===== src/rtl/lfsr_pkg.sv =====
// Shared types and defaults for the programmable LFSR generator.
package lfsr_pkg;

    // Feedback structure selected at load time
    typedef enum logic {
        LFSR_GALOIS    = 1'b0,
        LFSR_FIBONACCI = 1'b1
    } lfsr_mode_e;

    localparam int unsigned LFSR_DEFAULT_WIDTH = 6;

    // Default tap mask (x^6 + x^4 + x + 1 style taps); zero-extended for wider registers
    localparam logic [5:0] LFSR_DEFAULT_POLY = 6'b010011;

endpackage : lfsr_pkg


===== src/rtl/lfsr_if.sv =====
// Control/data bundle between an LFSR client (master) and the generator (slave).
interface lfsr_if #(
    parameter int unsigned WIDTH = 6
);

    logic             en;
    logic             ld;
    logic [WIDTH-1:0] seed;
    logic [WIDTH-1:0] poly;
    logic             mode;
    logic [WIDTH-1:0] q;
    logic             sout;
    logic             wrap;
    logic             lockup;
    logic [WIDTH-1:0] period;

    modport master (
        output en, ld, seed, poly, mode,
        input  q, sout, wrap, lockup, period
    );

    modport slave (
        input  en, ld, seed, poly, mode,
        output q, sout, wrap, lockup, period
    );

endinterface : lfsr_if


===== src/rtl/lfsr_next.sv =====
// Combinational next-state function for Galois or Fibonacci LFSR.
module lfsr_next
    import lfsr_pkg::*;
#(
    parameter int unsigned WIDTH = LFSR_DEFAULT_WIDTH
) (
    input  logic [WIDTH-1:0] i_q,
    input  logic [WIDTH-1:0] i_poly,
    input  lfsr_mode_e       i_mode,
    output logic [WIDTH-1:0] o_next
);

    logic [WIDTH-1:0] w_shift;
    logic             w_fb;

    // Galois: shifted-out MSB folds the tap mask back in; Fibonacci: parity of tapped bits shifts in
    always_comb begin
        w_shift = {i_q[WIDTH-2:0], 1'b0};
        w_fb    = ^(i_q & i_poly);
        o_next  = w_shift;
        if (i_mode == LFSR_FIBONACCI) begin
            o_next = {i_q[WIDTH-2:0], w_fb};
        end else if (i_q[WIDTH-1]) begin
            o_next = w_shift ^ i_poly;
        end
    end

endmodule : lfsr_next


===== src/rtl/lfsr_gen.sv =====
// Runtime-programmable LFSR with lock-up recovery and on-line period measurement.
module lfsr_gen
    import lfsr_pkg::*;
#(
    parameter int unsigned      WIDTH      = LFSR_DEFAULT_WIDTH,
    parameter logic [WIDTH-1:0] RESET_SEED = '1,
    parameter logic [WIDTH-1:0] RESET_POLY = WIDTH'(LFSR_DEFAULT_POLY)
) (
    input  logic  clk,
    input  logic  rst_b,
    lfsr_if.slave bus
);

    logic [WIDTH-1:0] r_q;
    logic [WIDTH-1:0] r_start;
    logic [WIDTH-1:0] r_poly;
    lfsr_mode_e       r_mode;
    logic [WIDTH-1:0] r_step_cnt;
    logic [WIDTH-1:0] r_period;
    logic             r_wrap;
    logic             r_lockup;

    logic [WIDTH-1:0] w_next;
    logic [WIDTH-1:0] w_cnt_inc;

    lfsr_next #(
        .WIDTH (WIDTH)
    ) u_next (
        .i_q    (r_q),
        .i_poly (r_poly),
        .i_mode (r_mode),
        .o_next (w_next)
    );

    // Saturating step count; also used as the period value on wrap
    always_comb begin
        w_cnt_inc = r_step_cnt;
        if (r_step_cnt != '1) begin
            w_cnt_inc = r_step_cnt + WIDTH'(1);
        end
    end

    // State, start marker, configuration, counters and event pulses
    always_ff @(posedge clk) begin
        if (!rst_b) begin
            r_q        <= RESET_SEED;
            r_start    <= RESET_SEED;
            r_poly     <= RESET_POLY;
            r_mode     <= LFSR_GALOIS;
            r_step_cnt <= '0;
            r_period   <= '0;
            r_wrap     <= 1'b0;
            r_lockup   <= 1'b0;
        end else begin
            r_wrap   <= 1'b0;
            r_lockup <= 1'b0;
            if (bus.ld) begin
                r_poly     <= bus.poly;
                r_mode     <= lfsr_mode_e'(bus.mode);
                r_step_cnt <= '0;
                if (bus.seed == '0) begin
                    r_q      <= RESET_SEED;
                    r_start  <= RESET_SEED;
                    r_lockup <= 1'b1;
                end else begin
                    r_q     <= bus.seed;
                    r_start <= bus.seed;
                end
            end else if (bus.en) begin
                if (w_next == '0) begin
                    r_q        <= RESET_SEED;
                    r_start    <= RESET_SEED;
                    r_step_cnt <= '0;
                    r_lockup   <= 1'b1;
                end else if (w_next == r_start) begin
                    r_q        <= w_next;
                    r_wrap     <= 1'b1;
                    r_period   <= w_cnt_inc;
                    r_step_cnt <= '0;
                end else begin
                    r_q        <= w_next;
                    r_step_cnt <= w_cnt_inc;
                end
            end
        end
    end

    assign bus.q      = r_q;
    assign bus.sout   = r_q[WIDTH-1];
    assign bus.wrap   = r_wrap;
    assign bus.lockup = r_lockup;
    assign bus.period = r_period;

endmodule : lfsr_gen

===== src/flat_wrapper.sv =====
// flat-port wrapper written by rule: the top's interface ports become plain ports
module lfsr_gen_flat import lfsr_pkg::*;
#(
    parameter int unsigned      WIDTH      = LFSR_DEFAULT_WIDTH,
    parameter logic [WIDTH-1:0] RESET_SEED = '1,
    parameter logic [WIDTH-1:0] RESET_POLY = WIDTH'(LFSR_DEFAULT_POLY)
)
  (clk, rst_b, bus_en, bus_ld, bus_seed, bus_poly, bus_mode, bus_q, bus_sout, bus_wrap, bus_lockup, bus_period);
  lfsr_if #(.WIDTH(WIDTH)) bus_i ();
  input  logic clk;
  input  logic rst_b;
  input wire logic [$bits(bus_i.en)-1:0] bus_en;
  input wire logic [$bits(bus_i.ld)-1:0] bus_ld;
  input wire logic [$bits(bus_i.seed)-1:0] bus_seed;
  input wire logic [$bits(bus_i.poly)-1:0] bus_poly;
  input wire logic [$bits(bus_i.mode)-1:0] bus_mode;
  output wire logic [$bits(bus_i.q)-1:0] bus_q;
  output wire logic [$bits(bus_i.sout)-1:0] bus_sout;
  output wire logic [$bits(bus_i.wrap)-1:0] bus_wrap;
  output wire logic [$bits(bus_i.lockup)-1:0] bus_lockup;
  output wire logic [$bits(bus_i.period)-1:0] bus_period;
  assign bus_i.en = bus_en;
  assign bus_i.ld = bus_ld;
  assign bus_i.seed = bus_seed;
  assign bus_i.poly = bus_poly;
  assign bus_i.mode = bus_mode;
  assign bus_q = bus_i.q;
  assign bus_sout = bus_i.sout;
  assign bus_wrap = bus_i.wrap;
  assign bus_lockup = bus_i.lockup;
  assign bus_period = bus_i.period;
  lfsr_gen #(.WIDTH(WIDTH), .RESET_SEED(RESET_SEED), .RESET_POLY(RESET_POLY)) u_core (.clk(clk), .rst_b(rst_b), .bus(bus_i));
endmodule

===== config.mk =====
export PLATFORM = sky130hd
export DESIGN_NAME = lfsr_gen_flat
export DESIGN_NICKNAME = d
export VERILOG_FILES = /design/src/rtl/lfsr_pkg.sv /design/src/rtl/lfsr_if.sv /design/src/rtl/lfsr_next.sv /design/src/rtl/lfsr_gen.sv /design/src/flat_wrapper.sv
export SDC_FILE = /design/constraint.sdc
export NUM_CORES = 1
export LEC_CHECK = 0
export CORE_MARGIN = 2
export CORE_UTILIZATION = 30
export DETAILED_ROUTE_END_ITERATION = 7
export GPL_TIMING_DRIVEN = 0
export HOLD_SLACK_MARGIN = 0.06
export PLACE_DENSITY_LB_ADDON = 0.25
export SYNTH_ARGS = -nofsm -noshare
export SYNTH_HDL_FRONTEND = slang
export SYNTH_SLANG_ARGS = --single-unit

===== constraint.sdc =====
create_clock -name clk -period 3.8 [get_ports clk]
set_input_delay 0.57 -clock clk [delete_from_list [all_inputs] [get_ports clk]]
set_output_delay 0.57 -clock clk [all_outputs]
set_load 0.02 [all_outputs]

==> impl_metrics.csv, run 1 <==
group,metric,value,unit
outcome,status,"finished clean",
clocking,cts.sinks,33,
detailed_routing,wl,4480,µm
min_path,holdCritPathClass,"flop to flop",
power,power,0.927,mW
detailed_routing,wl_per_cell,13.7,µm
layout,drive_gt1_frac,0.0677,
logic_synthesis,synth-edff-count,0,
logic_synthesis,yosysSeqAreaShare,0.367,
critical_path,rr_startpoint,"u_core.bus.q[5]$_SDFFE_PN1P_",
global_route,grt_pass1_vias,1526,
detailed_routing,first_pass_iters,4,
detailed_routing,maxUsedRoutingLayer,"met4",
critical_path,critPathLaunchType,"flop",
critical_path,criticalPathCategory,"flop to flop",
die,core,5850,µm²
sta,finalHoldViolCount,0,
clocking,cts_resized,0,
logic_synthesis,ys_types,42,
sta,fin_setup_tns,0,ns
layout,area_growth,28.6,%
placed_design,hpwl,3370,µm
sta,layout_min_cycle_time,2.55,ns
sta,final.setup_skew,0.00696,ns
clocking,h-tree-depth,2,
detailed_routing,met3WireLength,291,µm
logic_synthesis,syn_area_per_cell,8.45,µm²
power,p_per_area,401,nW/µm²
detailed_routing,first_iter_violations,141,
die,initial_utilization,0.308,
critical_path,critPathRequiredTime,3.97,ns
logic_synthesis,async_flop_share,0,
layout,nets,268,
global_route,overflow,0,
sta,drv_slew,0,
min_path,hp-start,"u_core.bus.period[0]$_SDFFE_PN0P_",
layout,insertedDiodeCount,0,
logic_synthesis,synth_ff_type,"dfxtp_1",
clocking,hold_buffers,0,
die,die_area,6630,µm²
global_route,grt_start_max_net_pins,12,
clocking,clk_pin_slew,0.07,ns
clocking,clockRootBuffer,"clkbuf_8",
logic_synthesis,ys_ff_latch,33,
die,die_w,81.4,µm
clocking,clockBufferDepth,2,
clocking,numCtsBuffers,5,
placed_design,postPlaceCellArea,2190,µm²
critical_path,crit_path_cell_trace,"buf_4, nand2_1, xnor2_1, xnor3_1, a22oi_4, nand3_1, and3_1, o311ai_0",
power,vdd_ir_drop_max,0.162,mV
clocking,post_cts_buffers,0,
critical_path,end_kind,"flop",
clocking,insertion_delay,0.30,ns
detailed_routing,dr_wl_met2,1770,µm
die,die-height,81.4,µm
placed_design,gp_congestion,0.835,
global_route,grt_usage,0.151,
placed_design,io_buffers,30,
power,p_leak,0.839,nW
sta,tightest_slew,0.803,ns
global_route,antenna_found_initial,0,
sta,fmax,0.392,GHz
detailed_routing,avgViaCountPerCell,5.08,
critical_path,cp-startpoint,"u_core.bus.q[5]$_SDFFE_PN1P_",
detailed_routing,route.vias.total,1655,
sta,maxSlewHeadroom,0.460,
detailed_routing,ant_nets,0,
layout,final_cells,326,
die,pin_count,32,
detailed_routing,drcViolationCount,0,
logic_synthesis,yosysWarningCount,0,
sta,setup_viol,0,
sta,post-route-period-util,0.672,
critical_path,max_stage_delay,0.46,ns
logic_synthesis,synth_cells,213,
clocking,cts_tree,"built",
critical_path,crit_path_max_fanout,9,
layout,stdcell_area,2310,µm²
job,max-cap-violations,0,
logic_synthesis,syn_area,1800,µm²
die,rows,28,
critical_path,crit_slowest_cell,"xnor3_1",
sta,rsz0062_at_grt,"no",
logic_synthesis,syn-num-nets,231,
detailed_routing,wl_met1,2320,µm
placed_design,dp.cells,318,
critical_path,arrival,2.73,ns
layout,final_util,0.395,
global_route,grt_pass1_wl,7620,µm
flip-flops by register name (all words and copies together) (netlist names):
register / flops
u_core.bus.wrap: 1
u_core.r_start: 6
u_core.r_poly: 6
u_core.bus.q: 6
u_core.r_mode: 1
u_core.r_step_cnt: 6
u_core.bus.period: 6
u_core.bus.lockup: 1
cells in the final DEF (no fill, tap or decap), drive strengths merged, types with 8 or more instances in the layout:
cell           Yosys  final
dfxtp             33     33
clkdlybuf4s50      0     30
nand2             24     24
nor2              17     17
a21oi             15     15
xnor2             13     13
clkbuf             7     13
o21ai             11     11
xor2              10     10
mux2i              8      8
critical path, delay by kind of cell (launching register included):
kind,cells,cell delay (ns)
simple gates,3,0.68
compound gates,2,0.65
xor+xnor,2,0.59
flops,1,0.36
buf+inv,1,0.16
final cells by class:
| type | instances | area (µm²) |
|---|---|---|
| Clock buffer | 6 | 82.6 |
| Inverter | 6 | 22.5 |
| Multi-Input combinational cell | 162 | 1060 |
| Buffer | 12 | 55.1 |
| Sequential cell | 33 | 661 |
| Fill cell | 605 | 3540 |
| Tap cell | 75 | 93.8 |
| Timing Repair Buffer | 30 | 300 |
| Clock inverter | 2 | 37.5 |
power breakdown:
| group | switching (mW) | total (mW) | internal [mW] | leakage, nW |
|---|---|---|---|---|
| clock | 0.140 | 0.353 | 0.213 | 0.0574 |
| combinational | 0.101 | 0.195 | 0.0936 | 0.511 |
| sequential | 0.0176 | 0.379 | 0.361 | 0.271 |
worst paths after layout:
| path | end | slack, ns | cells past startpoint |
|---|---|---|---|
| setup / recovery | u_core.bus.q[2]$_SDFFE_PN1P_ | 1.25 | 8 |
| hold / removal | u_core.bus.period[0]$_SDFFE_PN0P_ | 0.47 | 2 |
| setup reg to reg | u_core.bus.q[2]$_SDFFE_PN1P_ | 1.25 | 8 |
| hold reg to reg | u_core.bus.period[0]$_SDFFE_PN0P_ | 0.47 | 2 |
per-layer routing:
metal,vias up,GRT usage
li1,848,-
met1,744,0.225
met2,55,0.208
met3,8,0.0297
met4,0,0.0661
met5,-,0
through the flow:
step                      hold WS, ns  setup WS, ns
final                           0.472          1.25
after global routing            0.508          1.05
after CTS                       0.475          1.21
after detailed placement        0.465          1.23
after global placement          0.460          1.28
after floorplan                 0.463          1.40
cells by family after synthesis:
group,after synthesis,synth area share
adders and majority gates,1,0.00695
and+or+nand+nor,71,0.191
buffers and inverters,18,0.0431
muxes,9,0.0508
AOI/OAI and AO/OA,57,0.213
xor gates and xnor gates,24,0.129
DFF,33,0.367
cells in the mapped netlist, drive strengths merged, types with 2 or more instances:
library cell	n	share of area
o22ai	7	0.024
dfxtp	33	0.37
xor2	10	0.049
a311oi	2	0.0097
buf	5	0.016
o221ai	2	0.0097
o311ai	4	0.019
a22o	2	0.0097
nand3	7	0.019
inv	6	0.013
and3	6	0.021
o211ai	3	0.013
o21ai	11	0.031
nand2	24	0.051
clkbuf	7	0.015
a211oi	5	0.021
nor3	4	0.011
or4	2	0.0083
mux2i	8	0.045
nand3b	5	0.021
a21oi	15	0.042
nor2	17	0.035
xnor2	13	0.067
Note: power is estimated with default switching activity, not from simulation.
==> inputs of run 2 (changes only) <==
Clock period 3.8 ns to 2.3 ns, I/O delays scaled along.
==> run 2 against run 1 <==
Against the previous run:
- flip-flop and latch count unchanged
- clock skew up 0.0021 ns
- utilization up 3.3 points
- design area up 8.3%
- power up 58%
- clock-buffer cell count unchanged
- largest power group unchanged
- highest routed layer unchanged
==> impl_metrics.csv, run 2 (same netlist as run 1, synthesis figures left out) <==
group,metric,value,unit
sta,tightest_slew,0.640,ns
sta,layout_min_cycle_time,2.30,ns
layout,layout.cells.most_common_list,"30 x clkdlybuf4s50_1, 24 x dfxtp_1, 21 x nand2_1",
sta,maxSlewHeadroom,0.573,
power,p_leak,0.918,nW
layout,stdcell_area,2510,µm²
die,die_w,81.4,µm
job,max-cap-violations,0,
placed_design,io_buffers,30,
clocking,cts_tree,"built",
die,die_area,6630,µm²
layout,nets,278,
critical_path,criticalPathCategory,"flop to flop",
placed_design,postPlaceCellArea,2210,µm²
power,p_per_area,584,nW/µm²
placed_design,gp_congestion,0.763,
clocking,hold_buffers,0,
detailed_routing,drcViolationCount,0,
power,pwr-share-clk,0.291,
clocking,numCtsBuffers,5,
sta,drv_slew,0,
min_path,holdCritPathClass,"primary input to flop",
power,seq_power_share,0.431,
die,initial_utilization,0.308,
power,p_sw,0.445,mW
clocking,h-tree-depth,2,
clocking,clk_pin_slew,0.07,ns
clocking,cts.sinks,33,
layout,insertedDiodeCount,0,
power,p_int,1.02,mW
min_path,hold_depth,2,
global_route,antenna_found_initial,0,
sta,fin_ws,0.00324,ns
global_route,grt_pass1_vias,1566,
sta,post-route-period-util,0.999,
global_route,grt_usage,0.153,
layout,final_common_cell,"clkdlybuf4s50_1",
power,swShare,0.304,
detailed_routing,route.vias.total,1702,
critical_path,critPathRequiredTime,2.51,ns
power,comb_power_share,0.277,
sta,setup_viol,0,
global_route,grt_pass1_wl,7750,µm
die,pin_count,32,
power,vdd_ir_drop_max,0.223,mV
detailed_routing,wl,4730,µm
detailed_routing,first_iter_violations,132,
global_route,grt_start_max_net_pins,11,
critical_path,crit_path_max_fanout,5,
die,core,5850,µm²
clocking,clockBufferDepth,2,
layout,nFillCells,595,
die,die-height,81.4,µm
layout,area_growth,39.3,%
outcome,status,"finished clean",
detailed_routing,avgViaCountPerCell,5.07,
detailed_routing,wl_per_cell,14.1,µm
placed_design,hpwl,3370,µm
sta,finalHoldViolCount,0,
sta,final.setup_skew,0.00908,ns
die,rows,28,
clocking,insertion_delay,0.29,ns
sta,rsz0062_at_grt,"yes",
placed_design,dp_slack,-0.246,ns
critical_path,reg2regPathDepth,9,
critical_path,critPathLaunchType,"flop",
detailed_routing,first_pass_iters,4,
layout,drive_gt1_frac,0.207,
clocking,clockRootBuffer,"clkbuf_8",
global_route,overflow,0,
sta,fmax,0.435,GHz
critical_path,end_kind,"flop",
detailed_routing,ant_nets,0,
critical_path,arrival,2.51,ns
-- run 2: cell types whose count changed in the layout (fill, tap and decap cells not counted), sizes merged --
| cell | previous run | this run |
|---|---|---|
| buf | 5 | 15 |
| bufinv | 1 | 0 |
| clkinv | 0 | 2 |
| clkinvlp | 1 | 0 |
-- run 2: per-layer routing --
| layer | part of all wire | GRT usage | vias up |
|---|---|---|---|
| met5 | 0 | 0 | - |
| met4 | 0.011 | 0.0542 | 0 |
| met3 | 0.043 | 0.0352 | 4 |
| met2 | 0.45 | 0.230 | 45 |
| met1 | 0.49 | 0.212 | 790 |
| li1 | - | - | 863 |
-- run 2: area by class of cell --
type	count	area, µm²	area share
buffer	10	48.8	0.0195
clock buffer	6	72.6	0.0290
clock inverter	2	10.0	0.00399
inverter	6	22.5	0.00899
multi-input combinational	162	1170	0.468
sequential	33	679	0.271
tap	75	93.8	0.0374
timing repair buffer	42	407	0.162
-- run 2: worst paths after layout --
check | from | endpoint | slack [ns]
min reg2reg | u_core.bus.period[0]$_SDFFE_PN0P_ | u_core.bus.period[0]$_SDFFE_PN0P_ | 0.47
max | u_core.bus.q[5]$_SDFFE_PN1P_ | u_core.bus.period[4]$_SDFFE_PN0P_ | 0.003
min | rst_b | u_core.bus.q[1]$_SDFFE_PN1P_ | 0.43
max reg2reg | u_core.bus.q[5]$_SDFFE_PN1P_ | u_core.bus.period[4]$_SDFFE_PN0P_ | 0.003
-- run 2: worst max-delay path, stage by stage (launching register included) --
cell and delay, ns:
dfxtp_2 0.34, buf_6 0.11, nand2_4 0.05, xnor2_2 0.15, xnor3_2 0.47, a22oi_4 0.27
buf_12 0.15, mux2i_4 0.07, or4_4 0.49, a21oi_2 0.12
-- run 2: through the flow --
| step | util | setup TNS [ns] | hold slack, ns | std cells | total power [mW] |
|---|---|---|---|---|---|
| final | 0.428 | 0 | 0.430 | 336 | 1.46 |
| after global routing | 0.428 | -0.770 | 0.463 | 336 | 1.54 |
| after CTS | 0.408 | 0 | 0.430 | 332 | 1.43 |
| after detailed placement | 0.377 | -2.13 | 0.468 | 318 | 0.965 |
| after global placement | 0.377 | -2.08 | 0.458 | 318 | 0.964 |
| after floorplan | - | 0 | 0.463 | 213 | 0.862 |
-- run 2: power groups by stage --
stage / Clock [mW] / Sequential [mW] / Combinational [mW]
2_1_floorplan: 0 / 0.645 / 0.217
3_3_place_gp: 0 / 0.640 / 0.324
3_5_place_dp: 0 / 0.640 / 0.324
4_1_cts: 0.440 / 0.630 / 0.364
5_1_grt: 0.466 / 0.635 / 0.437
6_report: 0.426 / 0.631 / 0.405
-- run 2: what timing repair did --
action / CTS / global route
setup buffers: 8 / 4
pin swaps: 2 / 9
endpoints found under the setup margin: 18 / 22
resized for setup: 12 / 23
==> inputs of run 3 (changes only) <==
Settings changed: SKIP_LAST_GASP set to 1.
==> run 3 against run 2 <==
Against the previous run:
- the flow now finishes with violations (setup timing)
- clock skew shrank 0.00089 ns
- global-route usage is essentially flat
- clock power grew 1%
- critical path depth unchanged
- die area unchanged
- worst setup slack got worse by 0.0058 ns
- clock-buffer cell count unchanged
- worst hold slack better by 0.0025 ns
- non-clock buffer count did not move
- power increased by 0.47%
- first-iteration DRC count rose by 23%
- maximum frequency decreased by 0.25%
- largest power group unchanged
- highest routed layer unchanged
==> impl_metrics.csv, run 3 (same netlist as run 1, synthesis figures left out) <==
group,metric,value,unit
detailed_routing,route.vias.total,1691,
critical_path,arrival,2.52,ns
placed_design,hpwl,3370,µm
die,initial_utilization,0.308,
sta,finalHoldViolCount,0,
outcome,status,"finished with violations",
sta,setup_viol,1,
sta,final.setup_skew,0.00819,ns
clocking,clk_pin_slew,0.07,ns
clocking,clockRootBuffer,"clkbuf_8",
critical_path,end_kind,"flop",
die,pin_count,32,
power,p_per_area,586,nW/µm²
layout,nFillCells,597,
clocking,cts.sinks,33,
sta,post-route-period-util,1.00,
die,die-height,81.4,µm
placed_design,gp_congestion,0.763,
outcome,violations,"setup timing",
layout,final_common_cell,"clkdlybuf4s50_1",
layout,insertedDiodeCount,0,
sta,maxSlewHeadroom,0.577,
layout,nets,278,
critical_path,crit_path_max_fanout,5,
detailed_routing,avgViaCountPerCell,5.03,
die,die_w,81.4,µm
placed_design,io_buffers,30,
clocking,insertion_delay,0.29,ns
global_route,overflow,0,
detailed_routing,wl_per_cell,14.3,µm
layout,layout.cells.most_common_list,"30 x clkdlybuf4s50_1, 24 x dfxtp_1, 21 x nand2_1",
sta,fin_ws,-0.00258,ns
critical_path,critPathRequiredTime,2.52,ns
clocking,h-tree-depth,2,
clocking,cts_tree,"built",
global_route,antenna_found_initial,0,
detailed_routing,first_iter_violations,163,
global_route,grt_usage,0.152,
sta,drv_slew,0,
die,rows,28,
clocking,numCtsBuffers,5,
detailed_routing,drcViolationCount,0,
job,max-cap-violations,0,
detailed_routing,wl,4810,µm
sta,rsz0062_at_grt,"yes",
detailed_routing,ant_nets,0,
sta,fin_setup_tns,-0.00258,ns
min_path,holdCritPathClass,"primary input to flop",
power,power,1.47,mW
sta,fmax,0.434,GHz
critical_path,critPathLaunchType,"flop",
layout,drive_gt1_frac,0.207,
detailed_routing,first_pass_iters,4,
critical_path,criticalPathCategory,"flop to flop",
sta,tightest_slew,0.634,ns
global_route,grt_start_max_net_pins,11,
power,p_leak,0.918,nW
global_route,grt_pass1_vias,1567,
layout,area_growth,39.3,%
clocking,clockBufferDepth,2,
global_route,grt_pass1_wl,7760,µm
die,die_area,6630,µm²
sta,layout_min_cycle_time,2.30,ns
power,vdd_ir_drop_max,0.224,mV
die,core,5850,µm²
## run 3: cell counts in the layout (fill, tap and decap cells not counted)
Identical to the previous run, type by type.
## run 3: report_power, final
group	total [mW]	leakage (nW)	switching [mW]	internal, mW
clock	0.431	0.0450	0.221	0.210
combinational	0.407	0.603	0.198	0.210
sequential	0.631	0.270	0.0334	0.598
total	1.47	0.918	0.452	1.02
## run 3: what timing repair did
item                                    in CTS  in global routing
hold buffers                                 0                  0
endpoints found under the setup margin      18                 22
pin swaps                                    2                  8
resized for setup                           11                 24
buffers inserted                             8                  4
## run 3: final timing paths
path / startpoint / depth (start not counted) / slack, ns / to
max reg2reg: u_core.bus.q[5]$_SDFFE_PN1P_ / 9 / -0.003 / u_core.bus.period[4]$_SDFFE_PN0P_
max: u_core.bus.q[5]$_SDFFE_PN1P_ / 9 / -0.003 / u_core.bus.period[4]$_SDFFE_PN0P_
min: rst_b / 2 / 0.43 / u_core.bus.q[1]$_SDFFE_PN1P_
min reg2reg: u_core.bus.period[0]$_SDFFE_PN0P_ / 2 / 0.47 / u_core.bus.period[0]$_SDFFE_PN0P_
## run 3: area by class of cell
cell class / instances / area (µm²) / area share
buffer: 10 / 48.8 / 0.0195
tap: 75 / 93.8 / 0.0374
timing repair buffer: 42 / 407 / 0.162
clock inverter: 2 / 10.0 / 0.00399
clock buffer: 6 / 72.6 / 0.0290
multi-input combinational: 162 / 1170 / 0.468
inverter: 6 / 22.5 / 0.00899
sequential: 33 / 679 / 0.271
## run 3: metal layers
metal	GRT usage	vias up	wire [µm]
met2	0.231	43	2190
li1	-	863	-
met4	0.0508	0	35
met3	0.0352	4	194
met5	0	-	0
met1	0.212	781	2390
## run 3: through the flow
step                 util  hold slack (ns)  instances  cell area, µm²  setup WS, ns
floorplan               -            0.463        213            1810        0.0350
global placement    0.377            0.458        318            2210        -0.210
detailed placement  0.377            0.468        318            2210        -0.246
CTS                 0.407            0.430        332            2380      -0.00322
global route        0.428            0.463        336            2510       -0.0827
finish              0.428            0.433        336            2510      -0.00258
## run 3: worst max-delay path: stages, from the launching register on
cell	delay (ns)
dfxtp_2	0.34
buf_6	0.11
nand2_4	0.05
xnor2_2	0.15
xnor3_2	0.47
a22oi_4	0.27
buf_12	0.15
mux2i_4	0.08
or4_4	0.49
a21oi_2	0.12
